$ cat src/rtl/muldiv_unit_pkg.sv
// muldiv_unit_pkg: op and state encodings shared by the multiply/divide unit and the hazard logic
package muldiv_unit_pkg;
  localparam logic [1:0] MD_MULT  = 2'd0;
  localparam logic [1:0] MD_MULTU = 2'd1;
  localparam logic [1:0] MD_DIV   = 2'd2;
  localparam logic [1:0] MD_DIVU  = 2'd3;
  typedef enum logic [1:0] {IDLE, RUN, FIX, DONE} md_state_e;
endpackage

$ cat src/rtl/muldiv_unit_if.sv
// muldiv_unit_if: request, MTHI/MTLO and result signals between execute stage and muldiv_unit
interface muldiv_unit_if #(parameter int WIDTH = 32);
  logic             stall;
  logic             flush;
  logic             start;
  logic [1:0]       op;
  logic [WIDTH-1:0] src_a;
  logic [WIDTH-1:0] src_b;
  logic             hi_we;
  logic             lo_we;
  logic [WIDTH-1:0] wdata;
  logic             busy;
  logic             done;
  logic [WIDTH-1:0] hi;
  logic [WIDTH-1:0] lo;
  modport master (output stall, flush, start, op, src_a, src_b, hi_we, lo_we, wdata,
                  input busy, done, hi, lo);
  modport slave  (input stall, flush, start, op, src_a, src_b, hi_we, lo_we, wdata,
                  output busy, done, hi, lo);
endinterface

$ cat src/rtl/muldiv_step.sv
// muldiv_step: one shift-add multiply or restoring shift-subtract divide iteration
module muldiv_step #(parameter int WIDTH = 32) (
  input  logic [WIDTH-1:0] i_hi,
  input  logic [WIDTH-1:0] i_lo,
  input  logic [WIDTH-1:0] i_opnd,
  input  logic             i_div,
  output logic [WIDTH-1:0] o_hi,
  output logic [WIDTH-1:0] o_lo,
  output logic             o_qbit
);
  logic [WIDTH:0] w_sum;
  logic [WIDTH:0] w_sh;
  logic [WIDTH:0] w_diff;
  assign w_sum  = {1'b0, i_hi} + (i_lo[0] ? {1'b0, i_opnd} : '0);
  assign w_sh   = {i_hi, i_lo[WIDTH-1]};
  assign w_diff = w_sh - {1'b0, i_opnd};
  assign o_qbit = i_div & ~w_diff[WIDTH];
  assign o_hi   = i_div ? (o_qbit ? w_diff[WIDTH-1:0] : w_sh[WIDTH-1:0]) : w_sum[WIDTH:1];
  // quotient bit is OR-ed in by the caller, so the divide path leaves bit 0 clear
  assign o_lo   = i_div ? {i_lo[WIDTH-2:0], 1'b0} : {w_sum[0], i_lo[WIDTH-1:1]};
endmodule

$ cat src/rtl/muldiv_unit.sv
// muldiv_unit: iterative MULT/MULTU/DIV/DIVU unit owning HI/LO, one bit per cycle
module muldiv_unit
  import muldiv_unit_pkg::*;
#(parameter int WIDTH = 32) (
  input logic         clk,
  input logic         rst_n,
  muldiv_unit_if.slave bus
);
  localparam int CNT_W = $clog2(WIDTH+1);
  md_state_e          r_state, w_next;
  logic [CNT_W-1:0]   r_cnt;
  logic [WIDTH-1:0]   r_p_hi, r_p_lo, r_opnd, r_hi, r_lo;
  logic               r_div, r_neg_q, r_neg_r;
  logic [WIDTH-1:0]   w_step_hi, w_step_lo, w_abs_a, w_abs_b;
  logic               w_step_q, w_signed, w_sa, w_sb, w_go, w_adv;
  logic [2*WIDTH-1:0] w_prod;
  assign w_signed = bus.op == MD_MULT || bus.op == MD_DIV;
  assign w_sa     = w_signed & bus.src_a[WIDTH-1];
  assign w_sb     = w_signed & bus.src_b[WIDTH-1];
  assign w_abs_a  = w_sa ? -bus.src_a : bus.src_a;
  assign w_abs_b  = w_sb ? -bus.src_b : bus.src_b;
  assign w_go     = r_state == IDLE && bus.start && !bus.stall && !bus.flush;
  assign w_adv    = !bus.stall && !bus.flush;
  assign w_prod   = r_neg_q ? -{r_p_hi, r_p_lo} : {r_p_hi, r_p_lo};
  assign bus.busy = r_state == RUN || r_state == FIX;
  assign bus.done = r_state == DONE;
  assign bus.hi   = r_hi;
  assign bus.lo   = r_lo;
  muldiv_step #(.WIDTH(WIDTH)) u_step (
    .i_hi   (r_p_hi),
    .i_lo   (r_p_lo),
    .i_opnd (r_opnd),
    .i_div  (r_div),
    .o_hi   (w_step_hi),
    .o_lo   (w_step_lo),
    .o_qbit (w_step_q)
  );
  always_comb begin
    w_next = r_state;
    if (bus.flush) w_next = IDLE;
    else if (!bus.stall)
      w_next = r_state == IDLE ? (bus.start ? RUN : IDLE) :
               r_state == RUN  ? (r_cnt == CNT_W'(1) ? FIX : RUN) :
               r_state == FIX  ? DONE : IDLE;
  end
  always_ff @(posedge clk or negedge rst_n) begin
    if (!rst_n) begin
      r_state <= IDLE;
      r_cnt   <= '0;
      r_p_hi  <= '0;
      r_p_lo  <= '0;
      r_opnd  <= '0;
      r_div   <= 1'b0;
      r_neg_q <= 1'b0;
      r_neg_r <= 1'b0;
      r_hi    <= '0;
      r_lo    <= '0;
    end else begin
      r_state <= w_next;
      if (w_go) begin
        r_cnt   <= CNT_W'(WIDTH);
        r_div   <= bus.op[1];
        // a zero divisor keeps the all-ones quotient unsigned-looking for DIV too
        r_neg_q <= (w_sa ^ w_sb) & (!bus.op[1] || |bus.src_b);
        r_neg_r <= bus.op[1] & w_sa;
        r_p_hi  <= '0;
        r_p_lo  <= bus.op[1] ? w_abs_a : w_abs_b;
        r_opnd  <= bus.op[1] ? w_abs_b : w_abs_a;
      end else if (r_state == RUN && w_adv) begin
        r_cnt  <= r_cnt - 1'b1;
        r_p_hi <= w_step_hi;
        r_p_lo <= w_step_lo | {{(WIDTH-1){1'b0}}, w_step_q};
      end
      if (r_state == FIX && w_adv) begin
        r_hi <= r_div ? (r_neg_r ? -r_p_hi : r_p_hi) : w_prod[2*WIDTH-1:WIDTH];
        r_lo <= r_div ? (r_neg_q ? -r_p_lo : r_p_lo) : w_prod[WIDTH-1:0];
      end else if (((r_state == IDLE && !bus.start) || r_state == DONE) && !bus.stall) begin
        if (bus.hi_we) r_hi <= bus.wdata;
        if (bus.lo_we) r_lo <= bus.wdata;
      end
    end
  end
endmodule
$ cat src/flat_wrapper.sv
// flat-port wrapper written by rule: the top's interface ports become plain ports
module muldiv_unit_flat import muldiv_unit_pkg::*;
#(parameter int WIDTH = 32)
  (clk, rst_n, bus_stall, bus_flush, bus_start, bus_op, bus_src_a, bus_src_b, bus_hi_we, bus_lo_we, bus_wdata, bus_busy, bus_done, bus_hi, bus_lo);
  muldiv_unit_if #(.WIDTH(WIDTH)) bus_i ();
  input logic clk;
  input logic rst_n;
  input wire logic [$bits(bus_i.stall)-1:0] bus_stall;
  input wire logic [$bits(bus_i.flush)-1:0] bus_flush;
  input wire logic [$bits(bus_i.start)-1:0] bus_start;
  input wire logic [$bits(bus_i.op)-1:0] bus_op;
  input wire logic [$bits(bus_i.src_a)-1:0] bus_src_a;
  input wire logic [$bits(bus_i.src_b)-1:0] bus_src_b;
  input wire logic [$bits(bus_i.hi_we)-1:0] bus_hi_we;
  input wire logic [$bits(bus_i.lo_we)-1:0] bus_lo_we;
  input wire logic [$bits(bus_i.wdata)-1:0] bus_wdata;
  output wire logic [$bits(bus_i.busy)-1:0] bus_busy;
  output wire logic [$bits(bus_i.done)-1:0] bus_done;
  output wire logic [$bits(bus_i.hi)-1:0] bus_hi;
  output wire logic [$bits(bus_i.lo)-1:0] bus_lo;
  assign bus_i.stall = bus_stall;
  assign bus_i.flush = bus_flush;
  assign bus_i.start = bus_start;
  assign bus_i.op = bus_op;
  assign bus_i.src_a = bus_src_a;
  assign bus_i.src_b = bus_src_b;
  assign bus_i.hi_we = bus_hi_we;
  assign bus_i.lo_we = bus_lo_we;
  assign bus_i.wdata = bus_wdata;
  assign bus_busy = bus_i.busy;
  assign bus_done = bus_i.done;
  assign bus_hi = bus_i.hi;
  assign bus_lo = bus_i.lo;
  muldiv_unit #(.WIDTH(WIDTH)) u_core (.clk(clk), .rst_n(rst_n), .bus(bus_i));
endmodule
$ cat config.mk
export PLATFORM = sky130hd
export DESIGN_NAME = muldiv_unit_flat
export DESIGN_NICKNAME = d
export VERILOG_FILES = /design/src/rtl/muldiv_unit_pkg.sv /design/src/rtl/muldiv_unit_if.sv /design/src/rtl/muldiv_step.sv /design/src/rtl/muldiv_unit.sv /design/src/flat_wrapper.sv
export SDC_FILE = /design/constraint.sdc
export NUM_CORES = 1
export LEC_CHECK = 0
export CORE_ASPECT_RATIO = 0.8
export CORE_MARGIN = 3
export CORE_UTILIZATION = 40
export CTS_CLUSTER_SIZE = 14
export DETAILED_ROUTE_END_ITERATION = 12
export GPL_ROUTABILITY_DRIVEN = 0
export MAX_ROUTING_LAYER = met4
export PLACE_DENSITY = 0.72
export SETUP_SLACK_MARGIN = 0.05
export SYNTH_ARGS = -nofsm -noshare
export SYNTH_HDL_FRONTEND = slang
export SYNTH_SLANG_ARGS = --single-unit
$ cat constraint.sdc
create_clock -name clk -period 4.65 [get_ports clk]
set_input_delay 0.465 -clock clk [delete_from_list [all_inputs] [get_ports clk]]
set_output_delay 0.465 -clock clk [all_outputs]
set_load 0.02 [all_outputs]
==> reports/results.ini, run 1 <==
[power_and_ir_drop]
p_int_w=0.00392
switching_share_pct=45.2
clockPowerShare_pct=19.2
power_frac_comb_pct=49.0
powerDensity_mw_per_mm2=399
vdd_drop_max_v=0.000294
p_leak_nw=7.80
seqPwrFrac_pct=31.7
power_switching_w=0.00323

[clocking]
cts_buffers=17
clock_sinks=171
worstSkewPairLatency_ps=450
clockRootBuffer=clkbuf_16
hold_buffers=0
clk_pin_slew_worst_paths_ps=70
cts_max_path_buffers=2
htreeDepth=4
cts_tree=done
post_cts_resized=0
post_cts_buffers=0

[synth]
ys_warn_count=0
syn_nets=2126
async_flop_share_pct=100
ys_types=79
ys_seq_area_share_pct=27.9
ys.flop_type=dfrtp_1
synth_area_mm2=0.0153
avgSynthCellArea_um2=7.87
syn_inst=1945
synth_enable_flop_cells=0
synth_seq_cells=171

[floorplanning]
die-area_mm2=0.0407
dieWidth_um=225
io_pins=171
rows=63
start_util_pct=40.9
die_y_um=181
fp.coreArea_mm2=0.0374

[drt]
drt_iter0_drc=1941
wire_per_inst_um=21.0
dr.pass1.iters=5
via_count=15500
final_antenna_net_count=0
drt_wl_total_um=53200
drc=0
vias_per_cell=6.10

[setup_path]
setup.worst_path.start=u_core.r_p_lo[31]
r2r_slack_ps=390
arrival_ps=4550
crit_slowest_cell=o41ai_4
r2r_start=u_core.r_p_lo[31]
r2r_end=u_core.r_p_hi[4]
crit_path_start_kind=flip-flop
cp.required_ps=4940
reg2reg_depth=13
critPathCaptureType=flip-flop
path_class=reg -> reg
path_cells=inv_1, ha_1, fa_1, nand2b_1, a21o_1, a21oi_1, o21ai_1, o41ai_4, xor2_4, buf_12, mux2_1, a21oi_1, a211oi_1
critPathMaxFanout=27
crit_path_end=u_core.r_p_hi[4]
cpPeakStageDelay_ps=620
cpMostUsedCell=a21oi_1

[timing]
period_share_pct=91.5
fin_crit_ps=4260
final_hold_viol_count=0
clock_skew_ps=14.7
worstMarginPinSlew_ps=1060
relSlewSlack_pct=27.5
fin_tns_setup_ps=0
max_freq_mhz=235
slew_violations=0
setup_viol=0
rsz0062_at_grt=false

[place]
io_buffers=170
place_area_mm2=0.0174
dp_hpwl_um=41200

[grt]
grt_pass1_vias=14200
grt_pass1_wl_um=82000
grt_util_all_layers_pct=26.2
grt_overflow=0
antenna_found_initial=3
grt_max_degree=103

[outcome]
status=completed

[cells_and_area]
drive_gt1_share_pct=4.15
final_cell_mix=221 x nand2_1, 195 x o21ai_0, 170 x dfrtp_1, 168 x clkdlybuf4s50_1, 167 x nor2_1
fill_cells=3595
fin_util_pct=47.9
final_common_cell=nand2_1
nets=2217
design_area_mm2=0.0179
area_delta_synth_final_pct=17.0

[min_path]
min-delay-path-class=in -> async

[job]
maxCapViolCount=0

## per-layer routing
layer,wire length (µm),track usage [%],up-vias
li1,-,-,7166
met1,24100,37.7,7376
met2,21600,36.3,849
met3,6250,6.94,81
met4,1280,6.56,0
met5,0,-,-
## area by class of cell
type	instances	area, µm²	share of cell area, %
Inverter	63	236	1.32
Timing Repair Buffer	194	1900	10.6
Sequential cell	171	4280	23.9
Clock buffer	18	429	2.39
Antenna cell	3	7.51	0.0419
Clock inverter	13	109	0.607
Multi-Input combinational cell	1589	10300	57.7
Tap cell	487	609	3.40
## cells by family (layout without fill, tap and decap cells)
logic type / count (synthesis) / in the layout / share of synthesized area [%]
flops: 171 / 171 / 27.9
other cells: 0 / 3 / 0
compound gates: 614 / 614 / 24.7
xor+xnor: 183 / 183 / 10.5
simple gates: 592 / 592 / 17.7
mux: 124 / 124 / 8.17
fa+ha+maj: 76 / 76 / 6.31
buf+inv: 185 / 288 / 4.67
## synth_stat cells (29+ instances only)
cell,instances,share of area (%)
dfrtp_1,171,28
a21o_1,31,1.5
xor2_1,82,4.7
o211ai_1,44,2.2
o21ai_0,195,6.4
a21oi_1,163,5.3
ha_1,74,6.0
nand3_1,29,0.95
inv_1,63,1.5
mux2i_1,116,7.6
nor2_1,167,4.1
xnor2_1,100,5.7
nand2_1,223,5.5
nor3_1,37,1.2
clkbuf_1,84,2.1
## power groups by stage
stage / clock [W] / sequential [W] / combinational, W
floorplan: 0 / 0.00220 / 0.00221
global placement: 0 / 0.00225 / 0.00334
detailed placement: 0 / 0.00227 / 0.00341
CTS: 0.00138 / 0.00224 / 0.00343
global route: 0.00145 / 0.00230 / 0.00379
finish: 0.00137 / 0.00227 / 0.00351
## critical path: cells and delay by family (launching register included)
kind | cells | cell delay [ps]
xor+xnor | 1 | 500
flops | 1 | 480
mux | 1 | 350
simple gates | 1 | 200
compound gates | 6 | 1600
buf+inv | 2 | 340
fa+ha+maj | 2 | 610
## flip-flops by register name, indices dropped and copies added, names as in the netlist
register	flops
u_core.bus.hi	32
u_core.bus.lo	32
u_core.r_opnd	32
u_core.r_p_hi	32
u_core.r_p_lo	32
u_core.r_cnt	6
u_core.r_state	2
u_core.r_div	1
u_core.r_neg_q	1
u_core.r_neg_r	1
## metrics by stage
step	std cells	setup slack, ps	total power (W)	hold slack, ps
final	2538	394	0.00715	165
after global placement	2504	579	0.00559	465
after global routing	2538	271	0.00754	229
after detailed placement	2504	494	0.00567	472
after floorplan	1945	1230	0.00441	169
after CTS	2535	469	0.00705	208
## worst min-delay path by stage
stage / from / end / cells past startpoint
3_5_place_dp: u_core.r_opnd[2] / u_core.r_opnd[2] / 2
2_1_floorplan: rst_n / u_core.bus.hi[0] / 0
4_1_cts: rst_n / u_core.r_cnt[3] / 1
3_3_place_gp: u_core.r_opnd[20] / u_core.r_opnd[20] / 2
6_report: rst_n / u_core.bus.hi[27] / 1
5_1_grt: rst_n / u_core.bus.lo[1] / 1
Power figures use the tool's default switching activity.
==> run 2, diff against run 1 <==
CELL_PAD_IN_SITES_DETAIL_PLACEMENT = 1   (was default)
CELL_PAD_IN_SITES_GLOBAL_PLACEMENT = 2   (was default)
CORE_UTILIZATION = 34   (was 40)
PLACE_DENSITY = 0.93   (was 0.72)
==> run 2 against run 1 <==
Die area is 17% higher. Sequential cell count stayed put. Combinational power is 4% higher. Sequential share of layout area is 0.24 points lower. First-iteration DRC count is 18% lower. Cell count is 4.5% higher. Sequential power hardly changed. Utilization is 6.6 points lower. Worst setup slack better by 53 ps. Non-clock buffer count is 8 higher. Via count is 1.4% higher. Largest power group unchanged.
==> reports/results.ini, run 2 (same netlist as run 1, synthesis figures left out) <==
[floorplanning]
io_pins=171
die_y_um=196
rows=68
fp.coreArea_mm2=0.0438
die-area_mm2=0.0476
start_util_pct=34.9
dieWidth_um=243

[setup_path]
reg2reg_depth=12
critPathMaxFanout=19
cp.required_ps=4980
arrival_ps=4540
critPathCaptureType=flip-flop
crit_path_start_kind=flip-flop
path_class=reg -> reg

[clocking]
post_cts_resized=0
hold_buffers=0
cts_buffers=17
htreeDepth=4
cts_max_path_buffers=2
post_cts_buffers=0
clockRootBuffer=clkbuf_16
cts_tree=done
clock_sinks=171
clk_pin_slew_worst_paths_ps=80
worstSkewPairLatency_ps=450

[power_and_ir_drop]
power_w=0.00737
p_int_w=0.00394
vdd_drop_max_v=0.000245
power_frac_comb_pct=49.5
switching_share_pct=46.6
clockPowerShare_pct=19.6
power_switching_w=0.00343
powerDensity_mw_per_mm2=407
p_leak_nw=7.84
seqPwrFrac_pct=30.9

[timing]
max_freq_mhz=238
relSlewSlack_pct=29.5
rsz0062_at_grt=false
final_hold_viol_count=0
setup_viol=0
slew_violations=0
clock_skew_ps=13.0
period_share_pct=90.4
worstMarginPinSlew_ps=1050
fin_tns_setup_ps=0
fin_crit_ps=4200

[cells_and_area]
regArea_mm2=0.00428
final_common_cell=nand2_1
area_delta_synth_final_pct=18.2
final_cell_mix=221 x nand2_1, 195 x o21ai_0, 170 x dfrtp_1, 168 x clkdlybuf4s50_1, 167 x nor2_1
multi_input_area_mm2=0.0103
fill_cells=5276
drive_gt1_share_pct=4.62
n_antenna_cell=0
nets=2225

[place]
dp_hpwl_um=49000
io_buffers=170

[grt]
grt_overflow=0
antenna_found_initial=1
grt_max_degree=102
grt_pass1_wl_um=96200
grt_util_all_layers_pct=26.4
grt_pass1_vias=15800

[drt]
vias_per_cell=5.91
via_count=15700
dr.pass1.iters=6
final_antenna_net_count=0
wire_per_inst_um=23.5
drt_wl_total_um=62300
drc=0
drt_iter0_drc=1598

[outcome]
status=completed

[job]
maxCapViolCount=0

[min_path]
min-delay-path-class=in -> async

run 2: through the flow:
step | setup slack [ps] | hold slack [ps] | cells | utilization [%] | cell area [µm²]
global route | 245 | 177 | 2652 | 41.3 | 18100
detailed placement | 543 | 480 | 2620 | 40.0 | 17500
global placement | 633 | 469 | 2620 | 40.0 | 17500
floorplan | 1230 | 169 | 1945 | - | 15300
finish | 447 | 100 | 2652 | 41.3 | 18100
CTS | 469 | 145 | 2652 | 41.3 | 18100
run 2: worst max-delay path, stage by stage (launching register included):
cell	delay, ps
dfrtp_1	470
inv_1	100
ha_1	220
fa_1	390
nand2b_1	200
a21o_1	260
a21oi_1	260
o21ai_1	220
o41ai_4	610
xor2_4	620
buf_4	310
a21oi_1	100
a221o_1	320
run 2: cell type report:
type,instances,area share (%)
tap,595,4.11
sequential,171,23.7
multi-input combinational,1589,57.2
clock buffer,17,2.35
timing repair buffer,202,10.7
inverter,63,1.31
clock inverter,15,0.712
run 2: final timing paths:
path	start	end	slack [ps]
setup / recovery	u_core.r_p_lo[31]	u_core.r_p_hi[0]	450
hold / removal	rst_n	u_core.bus.hi[0]	100
setup reg to reg	u_core.r_p_lo[31]	u_core.r_p_hi[0]	450
hold reg to reg	u_core.r_opnd[4]	u_core.r_opnd[4]	490
max in group asynchronous	rst_n	u_core.bus.lo[10]	3400
min in group clk	u_core.r_opnd[4]	u_core.r_opnd[4]	490
run 2: routing by layer:
layer	global-route usage, %	routed length [µm]
met5	-	0
met4	5.84	1270
met3	3.62	4440
met2	38.8	26600
met1	38.3	30000
run 2: power by group through the flow:
stage          registers [W]  clock network [W]  logic, W
2_1_floorplan        0.00220                  0   0.00221
3_3_place_gp         0.00226                  0   0.00344
3_5_place_dp         0.00228                  0   0.00355
4_1_cts              0.00226            0.00145   0.00359
5_1_grt              0.00232            0.00152   0.00394
6_report             0.00228            0.00145   0.00364
